### src/rtl/imem_pkg.sv
// -----------------------------------------------------------------------------
// imem_pkg
// Shared definitions for the instruction-memory port arbiter.
//   arb_state_t   : ownership state of the single RAM port
//   NOP_INSN      : instruction returned for a failed fetch
//   fetch_addr_ok : fetch address is word aligned and inside the RAM
// -----------------------------------------------------------------------------
package imem_pkg;

    typedef enum logic [1:0] {
        ST_RUN     = 2'd0,  // fetch owns the RAM
        ST_DRAIN   = 2'd1,  // in-flight fetch completes, nothing new accepted
        ST_LOAD    = 2'd2,  // loader owns the RAM
        ST_RELEASE = 2'd3   // single hand-back cycle, ld_done pulses
    } arb_state_t;

    localparam logic [31:0] NOP_INSN = 32'h0000_0000;

    // A fetch is serviceable when it is word aligned and no address bit
    // above the RAM's byte range is set.
    function automatic logic fetch_addr_ok(input logic [31:0] addr,
                                           input int unsigned addr_w);
        return (addr[1:0] == 2'b00) && ((addr >> (addr_w + 2)) == 32'd0);
    endfunction

endpackage

### src/rtl/imem_port_arbiter.sv
// -----------------------------------------------------------------------------
// imem_port_arbiter
// Shares one single-port synchronous instruction RAM between the fetch stage
// and a program loader. The loader always wins; once it asks, the fetch stage
// is stalled, the in-flight read drains, and the loader owns the RAM until it
// drops ld_req.
//
// Ports
//   clk, reset          : clock, synchronous active-high reset
//   if_req/if_addr      : fetch request and byte address
//   if_ready            : fetch accepted this cycle
//   if_rvalid/if_rdata  : fetch response, one cycle after acceptance
//   if_err              : response is for a misaligned/out-of-range address
//   ld_req              : loader session request (held for the session)
//   ld_valid/ld_addr/ld_data : loader write word
//   ld_ready            : loader word accepted this cycle
//   ld_done             : one-cycle pulse when the session ends
//   ld_count            : words written in the current/last session
//   cpu_stall           : pipeline must hold its PC
//   mem_*               : external RAM port (read data one cycle after mem_en)
// -----------------------------------------------------------------------------
module imem_port_arbiter
    import imem_pkg::*;
#(
    parameter int ADDR_W = 6,
    parameter int DATA_W = 32
) (
    input  logic              clk,
    input  logic              reset,

    input  logic              if_req,
    input  logic [31:0]       if_addr,
    output logic              if_ready,
    output logic              if_rvalid,
    output logic [DATA_W-1:0] if_rdata,
    output logic              if_err,

    input  logic              ld_req,
    input  logic              ld_valid,
    input  logic [ADDR_W-1:0] ld_addr,
    input  logic [DATA_W-1:0] ld_data,
    output logic              ld_ready,
    output logic              ld_done,
    output logic [ADDR_W:0]   ld_count,

    output logic              cpu_stall,

    output logic              mem_en,
    output logic              mem_we,
    output logic [ADDR_W-1:0] mem_addr,
    output logic [DATA_W-1:0] mem_wdata,
    input  logic [DATA_W-1:0] mem_rdata
);

    // ld_count stops at the number of words the RAM holds.
    localparam logic [ADDR_W:0] COUNT_MAX = {1'b1, {ADDR_W{1'b0}}};

    arb_state_t        state_q, state_d;
    logic [ADDR_W:0]   count_q;
    logic              rsp_valid_q;
    logic              rsp_err_q;

    logic              addr_ok;
    logic              fetch_accept;
    logic              write_accept;
    logic              session_start;

    assign addr_ok = fetch_addr_ok(if_addr, ADDR_W);

    // Next state and all port-side controls. Everything is gated by reset so
    // the outputs read zero throughout a reset cycle, not just after it.
    always_comb begin
        // NOTE: every output gets a default before the case; a path that
        // forgot one would otherwise infer a latch.
        state_d       = state_q;
        if_ready      = 1'b0;
        ld_ready      = 1'b0;
        ld_done       = 1'b0;
        cpu_stall     = 1'b0;
        mem_en        = 1'b0;
        mem_we        = 1'b0;
        mem_addr      = '0;
        mem_wdata     = '0;
        fetch_accept  = 1'b0;
        write_accept  = 1'b0;
        session_start = 1'b0;

        if (!reset) begin
            unique case (state_q)
                ST_RUN: begin
                    if (ld_req) begin
                        // Loader wins a same-cycle collision.
                        state_d       = ST_DRAIN;
                        cpu_stall     = 1'b1;
                        session_start = 1'b1;
                    end else begin
                        if_ready     = if_req;
                        fetch_accept = if_req;
                        // A bad address is acknowledged but never touches
                        // the RAM; the NOP comes from the response path.
                        if (if_req && addr_ok) begin
                            mem_en   = 1'b1;
                            mem_addr = if_addr[ADDR_W+1:2];
                        end
                    end
                end

                ST_DRAIN: begin
                    cpu_stall = 1'b1;
                    state_d   = ST_LOAD;
                end

                ST_LOAD: begin
                    cpu_stall = 1'b1;
                    if (!ld_req) begin
                        // A word still on ld_valid here is not written.
                        state_d = ST_RELEASE;
                    end else if (ld_valid) begin
                        ld_ready     = 1'b1;
                        write_accept = 1'b1;
                        mem_en       = 1'b1;
                        mem_we       = 1'b1;
                        mem_addr     = ld_addr;
                        mem_wdata    = ld_data;
                    end
                end

                ST_RELEASE: begin
                    cpu_stall = 1'b1;
                    ld_done   = 1'b1;
                    state_d   = ST_RUN;
                end

                default: state_d = ST_RUN;
            endcase
        end
    end

    // NOTE: sequential state uses non-blocking assignments so every register
    // samples the pre-edge values regardless of statement order.
    always_ff @(posedge clk) begin
        if (reset) begin
            // Dropping rsp_valid_q discards any read still in flight.
            state_q     <= ST_RUN;
            count_q     <= '0;
            rsp_valid_q <= 1'b0;
            rsp_err_q   <= 1'b0;
        end else begin
            state_q     <= state_d;
            rsp_valid_q <= fetch_accept;
            rsp_err_q   <= fetch_accept && !addr_ok;
            if (session_start) begin
                count_q <= '0;
            end else if (write_accept && (count_q != COUNT_MAX)) begin
                count_q <= count_q + 1'b1;
            end
        end
    end

    // The RAM's read data is only forwarded for a good fetch; errors and idle
    // cycles present the NOP so stale RAM output never leaks out.
    assign if_rvalid = rsp_valid_q;
    assign if_err    = rsp_err_q;
    assign if_rdata  = (rsp_valid_q && !rsp_err_q) ? mem_rdata : DATA_W'(NOP_INSN);
    assign ld_count  = count_q;

endmodule

### config.mk
export PLATFORM = sky130hd
export DESIGN_NAME = imem_port_arbiter
export DESIGN_NICKNAME = d
export VERILOG_FILES = /design/src/rtl/imem_pkg.sv /design/src/rtl/imem_port_arbiter.sv
export SDC_FILE = /design/constraint.sdc
export NUM_CORES = 1
export LEC_CHECK = 0
export ABC_CLOCK_PERIOD_IN_PS = 2560
export CORE_MARGIN = 5
export CORE_UTILIZATION = 22
export DETAILED_ROUTE_END_ITERATION = 16
export PLACE_DENSITY_LB_ADDON = 0.05
export SYNTH_ARGS = -nofsm -noshare
export SYNTH_HDL_FRONTEND = slang
export SYNTH_SLANG_ARGS = --single-unit
### constraint.sdc
create_clock -name clk -period 2.56 [get_ports clk]
set_clock_uncertainty 0.15 [all_clocks]
set_input_delay 0.512 -clock clk [delete_from_list [all_inputs] [get_ports clk]]
set_output_delay 0.512 -clock clk [all_outputs]
set_load 0.005 [all_outputs]
## Yosys cells after proc, flatten, opt, wreduce, memory -nomap -nowiden

Cells that the tools add are included.

| storage, ports and cells | value |
|---|---|
| output and inout bits | 85 |
| register bits | 11 |

| cells by class | value |
|---|---|
| reductions and logical operators | 13 |
| equality and inequality tests | 6 |
| multiplexer cells | 32 |
| add/sub/neg operators | 1 |

Operator list:

| operator | number |
|---|---|
| 32-bit 2-to-1 mux | 5 |
| 32-bit logical NOT | 1 |
| 6-bit 2-to-1 mux | 5 |
| 1-bit 2-to-1 mux | 16 |
| 6-bit one-hot mux with 2 select lines | 1 |
| 2-bit one-hot mux with 4 select lines | 1 |
| 7-bit by 1-bit adder with 7-bit output, second input constant | 1 |
| 7-bit != test, second input constant | 1 |
| 1-bit logical AND | 5 |
| 2-bit == test, second input constant | 2 |
| 2-bit logical NOT | 2 |
| 2-bit 2-to-1 mux | 2 |
| 2-bit != test, second input constant | 2 |
| 1-bit one-hot mux with 2 select lines | 2 |
| 3-bit OR reduction | 1 |
| 2-bit by 1-bit == test with 1-bit output, second input constant | 1 |
| 1-bit logical NOT | 2 |
| 2-bit AND reduction | 1 |
| 2-bit OR reduction | 1 |

## Logic depth before layout (Yosys ltp)

Gate-level depths: netlist (run 1).

| logic depth | value |
|---|---|
| depth after elaboration | 7 |
| gate-level depth with buffers | 8 |

## Least setup slack after synthesis (run 1)

No wires, ideal clock.

| timing | value |
|---|---|
| path type | input-to-output |
| from | input port if_addr[1] |
| to | output port mem_addr[0] |
| data required time | 1898 ps |
| arrival | 1534 ps |
| path buffers | 0 |
| stages on the path | 4 |
| setup slack | 364 ps |
| path through | nor4_2 > nand4_2 > nor4_4 > a22o_1 |

| on the way | value |
|---|---|
| longest elaborated chain between the ends | 7 |

RTL lines:

| item | RTL line | source |
|---|---|---|
| from (decl) | imem_port_arbiter.sv:32 | `input logic [31:0] if_addr,` |
| 2-bit logical NOT | imem_pkg.sv:23 | `return (addr[1:0] == 2'b00) && ((addr >> (addr_w + 2)) == 32'd0);` |
| 1-bit logical AND | imem_pkg.sv:23 |  |
| 1-bit logical AND | imem_port_arbiter.sv:101 | `if (if_req && addr_ok) begin` |
| 6-bit 2-to-1 mux | imem_port_arbiter.sv:101 |  |
| 6-bit 2-to-1 mux | imem_port_arbiter.sv:91 | `if (ld_req) begin` |
| 6-bit one-hot mux with 2 select lines | imem_port_arbiter.sv:89 | `unique case (state_q)` |
| 6-bit 2-to-1 mux | imem_port_arbiter.sv:88 | `if (!reset) begin` |
| to (decl) | imem_port_arbiter.sv:50 | `output logic [ADDR_W-1:0] mem_addr,` |

Every way passes these cells.

## Final worst setup path (run 1)

| timing | value |
|---|---|
| from | input port if_addr[22] |
| to | output port mem_addr[1] |

| on the way | value |
|---|---|
| longest elaborated chain between the ends | 7 |

RTL lines:

| item | RTL line |
|---|---|
| 32-bit logical NOT | imem_pkg.sv:23 |
| 1-bit logical AND | imem_pkg.sv:23 |
| 1-bit logical AND | imem_port_arbiter.sv:101 |
| 6-bit 2-to-1 mux | imem_port_arbiter.sv:101 |
| 6-bit 2-to-1 mux | imem_port_arbiter.sv:91 |
| 6-bit one-hot mux with 2 select lines | imem_port_arbiter.sv:89 |
| 6-bit 2-to-1 mux | imem_port_arbiter.sv:88 |

Every way passes these cells.

==> results of run 1 <==
[cell usage after synthesis (all sizes together) (2+ instances only)]
cell and number:
buf 2, inv 7, a22o 6, nor2 11, nor2b 2, xor2 4, dfxtp 11, clkbuf 6
mux2i 2, ha 6, and3 2, a21oi 4, nand3 3, nor4 8, nand4 5, and2 64
[tightest hold or removal path, delay by kind of cell, from the launching register on]
| kind | cells | cell delay, ps |
|---|---|---|
| flops | 1 | 370 |
| simple gates | 1 | 70 |
| xor+xnor | 1 | 90 |
[layout make-up]
cell class,count,area (um^2)
repair buffers,221,2020
flip-flops and latches,11,221
well taps,70,87.6
inverters,7,28.8
clock buffers,4,45.0
fillers,471,1730
multi-input cells,127,998
[cell families after synthesis]
| group | synth area share [%] |
|---|---|
| buffers and inverters | 5.24 |
| AO/OA/AOI/OAI | 9.84 |
| flip-flops | 18.8 |
| adder cells (fa/ha/maj) | 6.42 |
| XOR/XNOR | 3.74 |
| AND/OR/NAND/NOR | 54.2 |
| multiplexers | 1.71 |
[how the worst max path moves through the flow]
stage / start / end / depth (start not counted)
floorplan: if_addr[1] / mem_addr[0] / 4
global placement: if_addr[13] / mem_addr[5] / 7
detailed placement: if_addr[8] / mem_addr[4] / 7
CTS: state_q[1]$_SDFFE_PP0P_ / mem_addr[1] / 9
global route: if_addr[13] / mem_addr[1] / 9
finish: if_addr[22] / mem_addr[1] / 9
[layout by cell type, fill, tap and decap left out, types with 2 or more instances in the layout]
master,netlist,final
nand4_1,4,4
buf_2,1,13
dfxtp_1,11,10
mux2i_1,2,2
buf_4,1,21
clkbuf_8,0,3
buf_12,0,3
inv_1,6,5
and3_1,2,2
clkdlybuf4s15_2,0,3
dlygate4sd2_1,0,15
nand3_2,0,2
and2_1,64,64
a22o_1,6,6
xor2_1,4,4
nor4_4,2,7
clkdlybuf4s50_1,0,119
ha_4,0,2
buf_6,0,8
clkbuf_2,0,28
nor2_1,11,11
clkdlybuf4s15_1,0,7
ha_1,6,4
a21oi_1,4,3
nor2b_1,2,2
dlymetal6s2s_1,0,2
[registers in the layout (all words and copies together) (netlist names)]
name and count:
if_rvalid 1, ld_count 7, if_err 1, state_q 2
[routing by layer]
layer / vias to the layer above / part of all wire (%) / routed length (um) / global-route usage (%)
li1: 944 / - / - / -
met1: 849 / 37 / 2740 / 21.5
met2: 126 / 52 / 3820 / 38.3
met3: 10 / 9.4 / 698 / 7.23
met4: 0 / 2.0 / 151 / 4.75
met5: - / 0 / 0 / 0
[where the power goes]
group	internal [mW]	leakage, nW	switching [mW]
Sequential	0.194	0.0895	0.0206
Clock	0.109	0.0228	0.0657
Combinational	0.408	1.41	0.246
[through the flow]
step	setup slack (ps)	TNS (ps)	power, mW
after floorplan	364	0	0.397
after global placement	-664	-14330	0.789
after detailed placement	-684	-13960	0.795
after CTS	-29.9	-37.0	1.00
after global routing	-126	-486	1.11
final	-30.4	-67.2	1.04
[timing repair]
item                       4_1_cts  5_1_grt
buffers inserted                10        3
setup endpoints to repair       42       37
cloned                           2        0
pin swaps                       17        7
resized for setup              153       62
==> results.toml, run 1 <==
[status]
status = "finished with violations"
violations = "setup timing"

[sta]
rsz0062_at_grt = "yes"
hold_ws_ps = 410
min_period_over_period_pct = 101
hold_violations = 0
fin_crit_ps = 2590
setup_viol = 4
slew_headroom_pct = 75.0
worst_slack_ps = -30.4
fmax_ghz = 0.386
tightest_slew_ps = 373
drv_slew = 0

[setup_path]
path_delay_family = "simple AND/OR/NAND/NOR gates"
crit_type = "input port to output port"
cp_cell_sequence = "buf_6 > nor4_4 > nand3_2 > nor4_4 > buf_4 > buf_6 > buf_4 > a22o_1 > buf_2"
worstPathArrival_ps = 1930
crit_path_max_fanout = 4
reg2reg_from = "state_q[0]$_SDFFE_PP0P_"
max_stage_delay_ps = 310
cp-start-kind = "input port"
cp_slowest_cell = "nor4_4"
cp-end-kind = "output port"
crit_buf_inv = 5
rr_worst_depth = 8
r2r_end = "ld_count[1]$_SDFFE_PP0P_"
r2r_setup_slack_ps = 660
cp_data_required_time_ps = 1900

[place]
dpl_cell_area_mm2 = 0.00327
port_buffers = 191
gp_congestion = 0.895
dp_hpwl_mm = 6.18
dp_cells = 421

[final_layout]
num_antenna_cells = 0
final_design_area_no_fill_mm2 = 0.00341
final_core_util_pct = 66.3
drive_above_1_share_pct = 26.8
finalNonFillerCells = 440
area_delta_synth_final_pct = 191
layout.nets = 484

[logic_synthesis]
yosysTopAreaCell = "and2_1"
postSynth.asyncResetShare_pct = 0
ys.flop_type = "dfxtp_1"
synthesis.area_mm2 = 0.00117
synth-edff-count = 0
synth_cell_types = 31
avgSynthCellArea_um2 = 7.65
synthCells = 153
yosysSeqAreaShare_pct = 18.8
netlist.area_leader.share_pct = 34.2
synth.area.top_cells = "and2_1, dfxtp_1, ha_1"
yosys_warnings = 0
syn-num-nets = 266
synth-seq-cells = 11

[floorplanning]
initial_core_util_pct = 22.8
ios = 192
coreArea_mm2 = 0.00514
rows = 26
dieArea_mm2 = 0.00688
die_width_um = 82.9
fp.dieH_um = 82.9

[clock_network]
clock_latency_ps = 240
cts-htree-levels = 1
cts_sinks = 11
cts_tree = "yes"
clk_pin_slew_ps = 50
hold_buffers = 0
cts_root_buf = "clkbuf_8"
clockBufferDepth = 2
cts_made_buffers = 3

[min_path]
min_delay_path_depth = 2
hold_start = "ld_count[6]$_SDFFE_PP0P_"
hold_end = "ld_count[6]$_SDFFE_PP0P_"
hp-class = "flip-flop to flip-flop"

[routing]
vias = 1929
via_per_inst = 4.38
drt-initial-drc-count = 43
drc = 0
drtAntennaViolNets = 0
wl_per_cell_um = 16.8
first_pass_iters = 4
routed_wl_mm = 7.41

[job]
cap_violations = 0

[grt]
grt_pass1_wl_mm = 11.2
grt_overflow_total = 0
antenna_found_initial = 0
grt_start_max_net_pins = 33
track_usage_pct = 20.4
grt_pass1_vias = 2019

[power]
powerDensity_mw_per_mm2 = 306
p_leak_nw = 1.53
ir_worst_vdd_mv = 0.247
(Power assumes the default switching activity.)
==> run 2, diff against run 1 <==
--- a/config.mk
+++ b/config.mk
@@ -5,9 +5,9 @@
 export SDC_FILE = /design/constraint.sdc
 export NUM_CORES = 1
 export LEC_CHECK = 0
-export ABC_CLOCK_PERIOD_IN_PS = 2560
+export ABC_CLOCK_PERIOD_IN_PS = 2150
 export CORE_MARGIN = 5
-export CORE_UTILIZATION = 22
+export CORE_UTILIZATION = 20
 export DETAILED_ROUTE_END_ITERATION = 16
 export PLACE_DENSITY_LB_ADDON = 0.05
 export SYNTH_ARGS = -nofsm -noshare
==> constraint.sdc (replaced) <==
create_clock -name clk -period 2.15 [get_ports clk]
set_clock_uncertainty 0.15 [all_clocks]
set_input_delay 0.5375 -clock clk [delete_from_list [all_inputs] [get_ports clk]]
set_output_delay 0.5375 -clock clk [all_outputs]
set_load 0.005 [all_outputs]
==> results.toml, run 2 (synthesis gave the netlist of run 1 again) <==
[setup_path]
worstPathArrival_ps = 1940
cp_data_required_time_ps = 1460
rr_worst_depth = 11
r2r_setup_slack_ps = 270
reg2reg_from = "state_q[0]$_SDFFE_PP0P_"
r2r_end = "ld_count[6]$_SDFFE_PP0P_"
cp-start-kind = "input port"
crit_type = "input port to output port"
crit_path_max_fanout = 3
cp-end-kind = "output port"

[place]
dp_hpwl_mm = 6.06
place_ws_ps = -1150
gp_congestion = 0.904
port_buffers = 191

[grt]
antenna_found_initial = 0
grt_start_max_net_pins = 33
track_usage_pct = 19.9
grt_pass1_wl_mm = 11.6
grt_pass1_vias = 2111
grt_overflow_total = 0

[power]
p_leak_nw = 1.82
ir_worst_vdd_mv = 0.454
internal_power_mw = 0.926
combPwrFrac_pct = 65.7
p_sw_share_pct = 31.1
powerDensity_mw_per_mm2 = 355
power_mw = 1.34
power.switching_mw = 0.418
p_seq_share_pct = 19.4
pwr-share-clk_pct = 14.9

[clock_network]
cts_root_buf = "clkbuf_8"
cts_sinks = 11
clk_pin_slew_ps = 50
cts_made_buffers = 3
clock_latency_ps = 230
cts_tree = "yes"
clockBufferDepth = 2
cts-htree-levels = 1
hold_buffers = 0

[floorplanning]
die_width_um = 86.5
initial_core_util_pct = 20.9
rows = 27
ios = 192
fp.dieH_um = 86.5
coreArea_mm2 = 0.00561
dieArea_mm2 = 0.00748

[min_path]
hold_start = "ld_count[6]$_SDFFE_PP0P_"
hold_end = "ld_count[6]$_SDFFE_PP0P_"
min_delay_path_depth = 2
hp-class = "flip-flop to flip-flop"

[sta]
slew_headroom_pct = 78.5
setup_viol = 34
hold_ws_ps = 410
worst_slack_ps = -481
tightest_slew_ps = 321
drv_slew = 0
fin_crit_ps = 2630
min_period_over_period_pct = 122
rsz0062_at_grt = "yes"
fmax_ghz = 0.380
fin_tns_setup_ps = -7030
hold_violations = 0

[status]
status = "finished with violations"
violations = "setup timing"

[routing]
drtAntennaViolNets = 0
drt-initial-drc-count = 18
vias = 1975
wl_per_cell_um = 17.3
drc = 0
via_per_inst = 4.30
routed_wl_mm = 7.95
first_pass_iters = 4

[job]
cap_violations = 0

[final_layout]
drive_above_1_share_pct = 41.6
largest_reg_flops = 7
layout.nets = 501
num_antenna_cells = 0
area_delta_synth_final_pct = 223
final_core_util_pct = 67.4
final_cell_mix = "clkdlybuf4s50_1, buf_6, dlygate4sd2_1"
final_common_cell = "clkdlybuf4s50_1"
-- run 2: metrics by stage --
stage / cell area (um^2) / instances
2_1_floorplan: 1220 / 153
3_3_place_gp: 3350 / 426
3_5_place_dp: 3350 / 426
4_1_cts: 3820 / 462
5_1_grt: 3780 / 459
6_report: 3780 / 459
-- run 2: timing repair --
item                       CTS  global route
setup buffers               26             4
setup endpoints to repair   76            43
gates cloned                 7             0
pin swaps                   40            15
resized for setup          369            26
-- run 2: area by class of cell --
| type | instances | area [um^2] |
|---|---|---|
| Clock buffer | 4 | 45.0 |
| Fill cell | 480 | 1830 |
| Inverter | 7 | 28.8 |
| Multi-Input combinational cell | 127 | 1080 |
| Sequential cell | 11 | 223 |
| Tap cell | 72 | 90.1 |
| Timing Repair Buffer | 238 | 2320 |
-- run 2: worst max-delay path by stage --
stage	start	to	slack (ps)	cells after the start
2_1_floorplan	if_addr[24]	mem_addr[0]	-40	4
3_3_place_gp	if_addr[24]	mem_addr[4]	-1100	7
3_5_place_dp	if_addr[24]	mem_addr[1]	-1150	7
4_1_cts	if_addr[14]	mem_addr[4]	-510	9
5_1_grt	if_addr[12]	mem_addr[4]	-600	9
6_report	if_addr[12]	mem_addr[4]	-480	9
-- run 2: worst max-delay path, stage by stage --
cell     delay [ps]
buf_6            90
nor4_4          270
nand4_2         170
nor4_4          310
buf_4           180
buf_6           100
buf_6            80
a22o_1          100
buf_2           100
-- run 2: power by group through the flow --
| stage | sequential [mW] | combinational [mW] | clock [mW] |
|---|---|---|---|
| after floorplan | 0.246 | 0.232 | 0 |
| after global routing | 0.265 | 0.965 | 0.223 |
| after global placement | 0.247 | 0.740 | 0 |
| final | 0.260 | 0.883 | 0.200 |
| after detailed placement | 0.249 | 0.745 | 0 |
| after CTS | 0.258 | 0.878 | 0.205 |
-- run 2: metal layers --
layer / vias to the layer above / share of wire, % / global-route usage [%]
li1: 982 / - / -
met3: 10 / 9.8 / 5.61
met5: - / 0 / 0
met1: 867 / 34 / 20.3
met4: 0 / 1.8 / 4.67
met2: 116 / 54 / 39.4
